## src/rtl/qam_mixer_if.sv

```systemverilog
// rtl/qam_mixer_if.sv - modulator-to-mixer bundle: strobes, levels, carriers and mixer results
interface qam_mixer_if #(
  parameter int LW   = 3,
  parameter int CW   = 10,
  parameter int OW   = 13,
  parameter int ERRW = 8
);
  logic                   clk_CarryWave;
  logic                   clk_level;
  logic                   m_align;
  logic signed [LW-1:0]   Siga;
  logic signed [LW-1:0]   Sigb;
  logic        [CW-1:0]   CosWave;
  logic        [CW-1:0]   SinWave;
  logic signed [OW-1:0]   QamOut;
  logic        [CW-1:0]   DacOut;
  logic                   out_valid;
  logic                   running;
  logic        [ERRW-1:0] align_err;

  modport master (
    output clk_CarryWave, clk_level, m_align, Siga, Sigb, CosWave, SinWave,
    input  QamOut, DacOut, out_valid, running, align_err
  );

  modport slave (
    input  clk_CarryWave, clk_level, m_align, Siga, Sigb, CosWave, SinWave,
    output QamOut, DacOut, out_valid, running, align_err
  );
endinterface

```

## src/rtl/qam_mixer.sv

```systemverilog
// rtl/qam_mixer.sv - strobe-gated 3-stage QAM mixer (y = a*cos - b*sin) with alignment FSM
// Optional QAM_GAIN2_EN: +6 dB DAC scaling with clipping; default is a plain >>>3 mapping.
module qam_mixer #(
  parameter int LW   = 3,
  parameter int CW   = 10,
  parameter int OW   = 13,
  parameter int ERRW = 8
) (
  input  logic           clk,
  input  logic           rst,
  qam_mixer_if.slave     bus
);
  localparam logic [0:0] IDLE = 1'b0;
  localparam logic [0:0] RUN  = 1'b1;

  logic [0:0]               state;
  logic signed [LW-1:0]     a_h, b_h, s1_a, s1_b;
  logic signed [CW-1:0]     s1_c, s1_s, c_in, s_in;
  logic signed [LW+CW-1:0]  s2_p, s2_q;
  logic                     run_enter, align_loss, advance;

  // Offset-binary to two's complement is just an MSB flip
  assign c_in = {~bus.CosWave[CW-1], bus.CosWave[CW-2:0]};
  assign s_in = {~bus.SinWave[CW-1], bus.SinWave[CW-2:0]};

  assign run_enter  = (state == IDLE) && bus.clk_level && bus.m_align;
  assign align_loss = (state == RUN)  && bus.clk_level && !bus.m_align;
  assign advance    = (state == RUN)  && bus.clk_CarryWave && !align_loss;

  assign bus.running = (state == RUN);

  always_ff @(posedge clk or negedge rst) begin
    if (!rst) begin
      state         <= IDLE;
      a_h           <= '0;
      b_h           <= '0;
      s1_a          <= '0;
      s1_b          <= '0;
      s1_c          <= '0;
      s1_s          <= '0;
      s2_p          <= '0;
      s2_q          <= '0;
      bus.QamOut    <= '0;
      bus.out_valid <= 1'b0;
      bus.align_err <= '0;
    end else begin
      bus.out_valid <= 1'b0;
      // Stage 1 reads the pre-edge hold value, so a coincident symbol waits one strobe
      if (bus.clk_level) begin
        a_h <= bus.Siga;
        b_h <= bus.Sigb;
      end
      if (run_enter) begin
        state <= RUN;
      end
      if (align_loss) begin
        state      <= IDLE;
        s1_a       <= '0;
        s1_b       <= '0;
        s1_c       <= '0;
        s1_s       <= '0;
        s2_p       <= '0;
        s2_q       <= '0;
        bus.QamOut <= '0;
        if (bus.align_err != '1) begin
          bus.align_err <= bus.align_err + ERRW'(1);
        end
      end else if (advance) begin
        s1_a          <= a_h;
        s1_b          <= b_h;
        s1_c          <= c_in;
        s1_s          <= s_in;
        s2_p          <= s1_a * s1_c;
        s2_q          <= s1_b * s1_s;
        bus.QamOut    <= OW'(s2_p) - OW'(s2_q);
        bus.out_valid <= 1'b1;
      end
    end
  end

`ifdef QAM_GAIN2_EN
  // Thresholds in QamOut units where (QamOut >>> 2) leaves the signed CW-bit range
  localparam logic signed [OW-1:0] G_HI = OW'((1 << (CW + 1)) - 1);
  localparam logic signed [OW-1:0] G_LO = ~G_HI;

  always_comb begin
    bus.DacOut = {~bus.QamOut[CW+1], bus.QamOut[CW:2]};
    if (bus.QamOut > G_HI) begin
      bus.DacOut = '1;
    end else if (bus.QamOut < G_LO) begin
      bus.DacOut = '0;
    end
  end
`else
  assign bus.DacOut = {~bus.QamOut[CW+2], bus.QamOut[CW+1:3]};
`endif
endmodule

```

## src/flat_wrapper.sv

```systemverilog
// flat-port wrapper written by rule: the top's interface ports become plain ports
module qam_mixer_flat 
#(
  parameter int LW   = 3,
  parameter int CW   = 10,
  parameter int OW   = 13,
  parameter int ERRW = 8
)
  (clk, rst, bus_clk_CarryWave, bus_clk_level, bus_m_align, bus_Siga, bus_Sigb, bus_CosWave, bus_SinWave, bus_QamOut, bus_DacOut, bus_out_valid, bus_running, bus_align_err);
  qam_mixer_if #(.LW(LW), .CW(CW), .OW(OW), .ERRW(ERRW)) bus_i ();
  input  logic clk;
  input  logic rst;
  input wire logic [$bits(bus_i.clk_CarryWave)-1:0] bus_clk_CarryWave;
  input wire logic [$bits(bus_i.clk_level)-1:0] bus_clk_level;
  input wire logic [$bits(bus_i.m_align)-1:0] bus_m_align;
  input wire logic [$bits(bus_i.Siga)-1:0] bus_Siga;
  input wire logic [$bits(bus_i.Sigb)-1:0] bus_Sigb;
  input wire logic [$bits(bus_i.CosWave)-1:0] bus_CosWave;
  input wire logic [$bits(bus_i.SinWave)-1:0] bus_SinWave;
  output wire logic [$bits(bus_i.QamOut)-1:0] bus_QamOut;
  output wire logic [$bits(bus_i.DacOut)-1:0] bus_DacOut;
  output wire logic [$bits(bus_i.out_valid)-1:0] bus_out_valid;
  output wire logic [$bits(bus_i.running)-1:0] bus_running;
  output wire logic [$bits(bus_i.align_err)-1:0] bus_align_err;
  assign bus_i.clk_CarryWave = bus_clk_CarryWave;
  assign bus_i.clk_level = bus_clk_level;
  assign bus_i.m_align = bus_m_align;
  assign bus_i.Siga = bus_Siga;
  assign bus_i.Sigb = bus_Sigb;
  assign bus_i.CosWave = bus_CosWave;
  assign bus_i.SinWave = bus_SinWave;
  assign bus_QamOut = bus_i.QamOut;
  assign bus_DacOut = bus_i.DacOut;
  assign bus_out_valid = bus_i.out_valid;
  assign bus_running = bus_i.running;
  assign bus_align_err = bus_i.align_err;
  qam_mixer #(.LW(LW), .CW(CW), .OW(OW), .ERRW(ERRW)) u_core (.clk(clk), .rst(rst), .bus(bus_i));
endmodule
```

## config.mk

```make
export PLATFORM = sky130hd
export DESIGN_NAME = qam_mixer_flat
export DESIGN_NICKNAME = d
export VERILOG_FILES = /design/src/rtl/qam_mixer_if.sv /design/src/rtl/qam_mixer.sv /design/src/flat_wrapper.sv
export SDC_FILE = /design/constraint.sdc
export NUM_CORES = 1
export LEC_CHECK = 0
export CAP_MARGIN = 20
export CORE_MARGIN = 2
export CORE_UTILIZATION = 35
export CTS_CLUSTER_SIZE = 20
export DETAILED_ROUTE_END_ITERATION = 6
export PLACE_DENSITY = 0.62
export SLEW_MARGIN = 40
export SYNTH_ARGS = -nofsm -noshare
export SYNTH_HDL_FRONTEND = slang
export SYNTH_SLANG_ARGS = --single-unit
export TNS_END_PERCENT = 1
```

## constraint.sdc

```tcl
create_clock -name clk -period 3.2 [get_ports clk]
set_clock_uncertainty 0.05 [all_clocks]
set_input_delay 0.32 -clock clk [delete_from_list [all_inputs] [get_ports clk]]
set_output_delay 0.32 -clock clk [all_outputs]
set_load 0.1 [all_outputs]
```

==> reports/qor.csv <==
stage;metric;value;unit
outcome;status;complete, but fails checks;
outcome;violations;negative hold slack;
logic_synthesis;yosysSeqAreaShare;36.4;%
power_and_ir_drop;fin_total_pwr;5.40;mW
die;die_h;130;µm
sta;period_needed;3050;ps
logic_synthesis;synth.avg_cell_area;9.97;µm²
final_layout;final_cell_area;6550;µm²
die;fp.dieArea;16900;µm²
final_layout;diodes;0;
clock_network;cts_sinks;81;
route;viasPerCell;5.07;
sta;maxSlewViolCount;0;
global_route;antenna_found_initial;0;
route;wirelength;12500;µm
route;first_pass_iters;4;
setup_path;setup.worst_path.class;reg2reg;
place;hpwl;9550;µm
place;io_buffers;63;
clock_network;clockBufferDepth;2;
sta;max_freq;328;MHz
global_route;overflow;0;
sta;whs;-47.3;ps
setup_path;crit_path_end;u_core.s2_p[11]$_DFFE_PN0P_;
global_route;grtUsageTotal;15.6;%
die;initial_core_util;35.4;%
route;final_antenna_net_count;0;
logic_synthesis;ys.flop_type;dfrtp_1;
clock_network;htree_levels;3;
flow_run;maxCapViolations;0;
final_layout;drive_gt1_share;13.6;%
logic_synthesis;synthArstFlopShare;100;%
power_and_ir_drop;ir_drop;0.666;mV
sta;hold_viol;60;
setup_path;cp_data_required_time;3360;ps
logic_synthesis;synth_top_area_share;36.4;%
global_route;grt_pass1_wl;21000;µm
clock_network;clk_pin_slew;60;ps
logic_synthesis;yosys_warnings;0;
global_route;grt_max_degree;82;
route;vias;4224;
global_route;first_global_vias;4234;
logic_synthesis;synthTopCellsByCount;dfrtp_1, ha_1, nand2_1, o21ai_0, inv_1;
die;fp-row-count;46;
logic_synthesis;syn_nets;665;
final_layout;fin_nets;719;
setup_path;reg2reg_slack;150;ps
final_layout;area_growth;17.7;%
place;dpl_cell_area;6230;µm²
route;initialDrtViolationCount;217;
die;pin_count;64;
setup_path;startpoint;u_core.s1_c[0]$_DFFE_PN0P_;
logic_synthesis;synth_edf_count;0;
die;die_w;130;µm
setup_path;rr_endpoint;u_core.s2_p[11]$_DFFE_PN0P_;
clock_network;cts_tree;built;
setup_path;r2r_cells;12;
sta;tns;0;ps
route;drcViolationCount;0;
logic_synthesis;synthesis.area;5560;µm²
setup_path;cp_max_fo;4;
logic_synthesis;yosys-top-cells-area;dfrtp_1, ha_1, fa_1, a22o_1, and2_1;
min_path;min_path_type;in2async;
logic_synthesis;synth.most_common_cell;dfrtp_1;
sta;worstMarginPinSlew;649;ps
clock_network;clk_root_buffer_cell;clkbuf_16;
setup_path;endpoint_kind;flop;
die;core;15700;µm²
sta;setup_viol;0;
sta;slew_headroom;56.8;%
setup_path;r2r_start;u_core.s1_c[0]$_DFFE_PN0P_;
logic_synthesis;netlist_instances;558;
route;wl_per_cell;15.0;µm
sta;rsz0062_at_grt;yes;
logic_synthesis;ys_types;52;
place;place_congestion;0.882;
sta;finalCritPeriodShare;95.2;%
final_layout;final_util;41.7;%
setup_path;arrival;3210;ps
clock_network;cts_hold_buf;0;
clock_network;cts_buffers;9;
logic_synthesis;yosys.area.top_type;dfrtp_1;
power_and_ir_drop;pwr_density_cell;825;nW/µm²
setup_path;crit_path_start_kind;flop;
logic_synthesis;ys_seq_elements;81;
clock_network;clkLatencyLatePin;340;ps
power_and_ir_drop;p_leak;3.13;nW
==> layout by cell type, fill, tap and decap left out, types with 3 or more instances in the layout <==
master and instances:
a211oi_1 6, a21o_1 4, a21oi_1 20, a22o_1 30, a32o_1 5, and2_1 33, buf_2 29, buf_4 13
clkbuf_16 9, clkdlybuf4s50_1 29, clkinvlp_4 3, dfrtp_1 78, dfrtp_2 3, fa_1 21, ha_1 51, inv_1 36
inv_2 3, mux2_2 7, nand2_1 45, nand2b_1 11, nand3_1 9, nand3b_1 4, nand4_1 3, nor2_1 26
nor2b_1 4, nor3_1 11, o2111ai_1 3, o211ai_1 9, o21a_1 6, o21ai_0 38, o21ai_1 3, xnor2_1 11
xor2_1 12
==> through the flow <==
step           hold WS [ps]  worst slack, ps  cells
4_1_cts                1.99             37.5    832
2_1_floorplan         -25.6              256    558
3_3_place_gp            421             92.3    815
3_5_place_dp            373             70.6    816
5_1_grt                11.2            -31.5    833
6_report              -47.3              155    833
==> kinds of logic (layout without fill, tap and decap cells) <==
group / Yosys count / count (layout) / synth area share, %
adders and majority gates: 76 / 76 / 20.2
buffers and inverters: 69 / 128 / 5.65
and+or+nand+nor: 155 / 155 / 14.0
AOI/OAI and AO/OA: 147 / 147 / 18.7
xor gates and xnor gates: 23 / 23 / 3.62
muxes: 7 / 7 / 1.42
DFF: 81 / 81 / 36.4
==> power by group <==
part	leakage, nW	internal [mW]	switching (mW)
sequential	1.05	1.26	0.211
clock	0.128	0.551	0.438
combinational	1.95	0.879	2.06
total	3.13	2.69	2.71
==> worst max-delay path: stages (launching register included) <==
cell and delay [ps]:
dfrtp_1 400, nand2b_1 180, fa_1 500, fa_1 390, inv_1 60, ha_2 190, inv_1 60, fa_2 350
nor2b_1 120, o21a_1 170, o21a_1 190, o21ba_1 160, o211ai_1 100
==> worst min-delay path by stage <==
stage / end / from / cells past startpoint / slack [ps]
floorplan: u_core.a_h[0]$_DFFE_PN0P_ / rst / 0 / -30
global placement: u_core.s2_q[8]$_DFFE_PN0P_ / u_core.s2_q[8]$_DFFE_PN0P_ / 2 / 420
detailed placement: u_core.b_h[0]$_DFFE_PN0P_ / rst / 1 / 370
CTS: u_core.b_h[0]$_DFFE_PN0P_ / rst / 1 / 2
global route: u_core.s1_s[6]$_DFFE_PN0P_ / rst / 1 / 10
finish: u_core.s1_s[6]$_DFFE_PN0P_ / rst / 1 / -50
==> sequential cells by signal (all words and copies together) (netlist names) <==
signal                cells
u_core.s1_s              10
u_core.s1_c              10
u_core.bus.running        1
u_core.a_h                3
u_core.s2_q              13
u_core.bus.QamOut        13
u_core.s2_p              13
u_core.bus.out_valid      1
u_core.bus.align_err      8
u_core.s1_a               3
u_core.b_h                3
u_core.s1_b               3
==> layer usage <==
metal	part of all wire [%]	vias to the layer above	global-route usage [%]
met5	0	-	0
met4	2.5	0	5.38
li1	-	2070	-
met1	48	2036	20.9
met2	45	95	24.6
met3	4.6	23	4.14
==> cell type report <==
class	count	area, µm²
tap	216	270
clock buffer	11	243
clock inverter	5	40.0
fill	1516	9170
inverter	39	146
multi-input combinational	408	3250
sequential	81	2030
timing repair buffer	73	562
==> repair_timing <==
action                                  4_1_cts  5_1_grt
endpoints found under the setup margin        0       11
resized for setup                             0       13
endpoints found under the hold margin         0        0
buffers inserted                              0        1
Power figures use the tool's default switching activity.
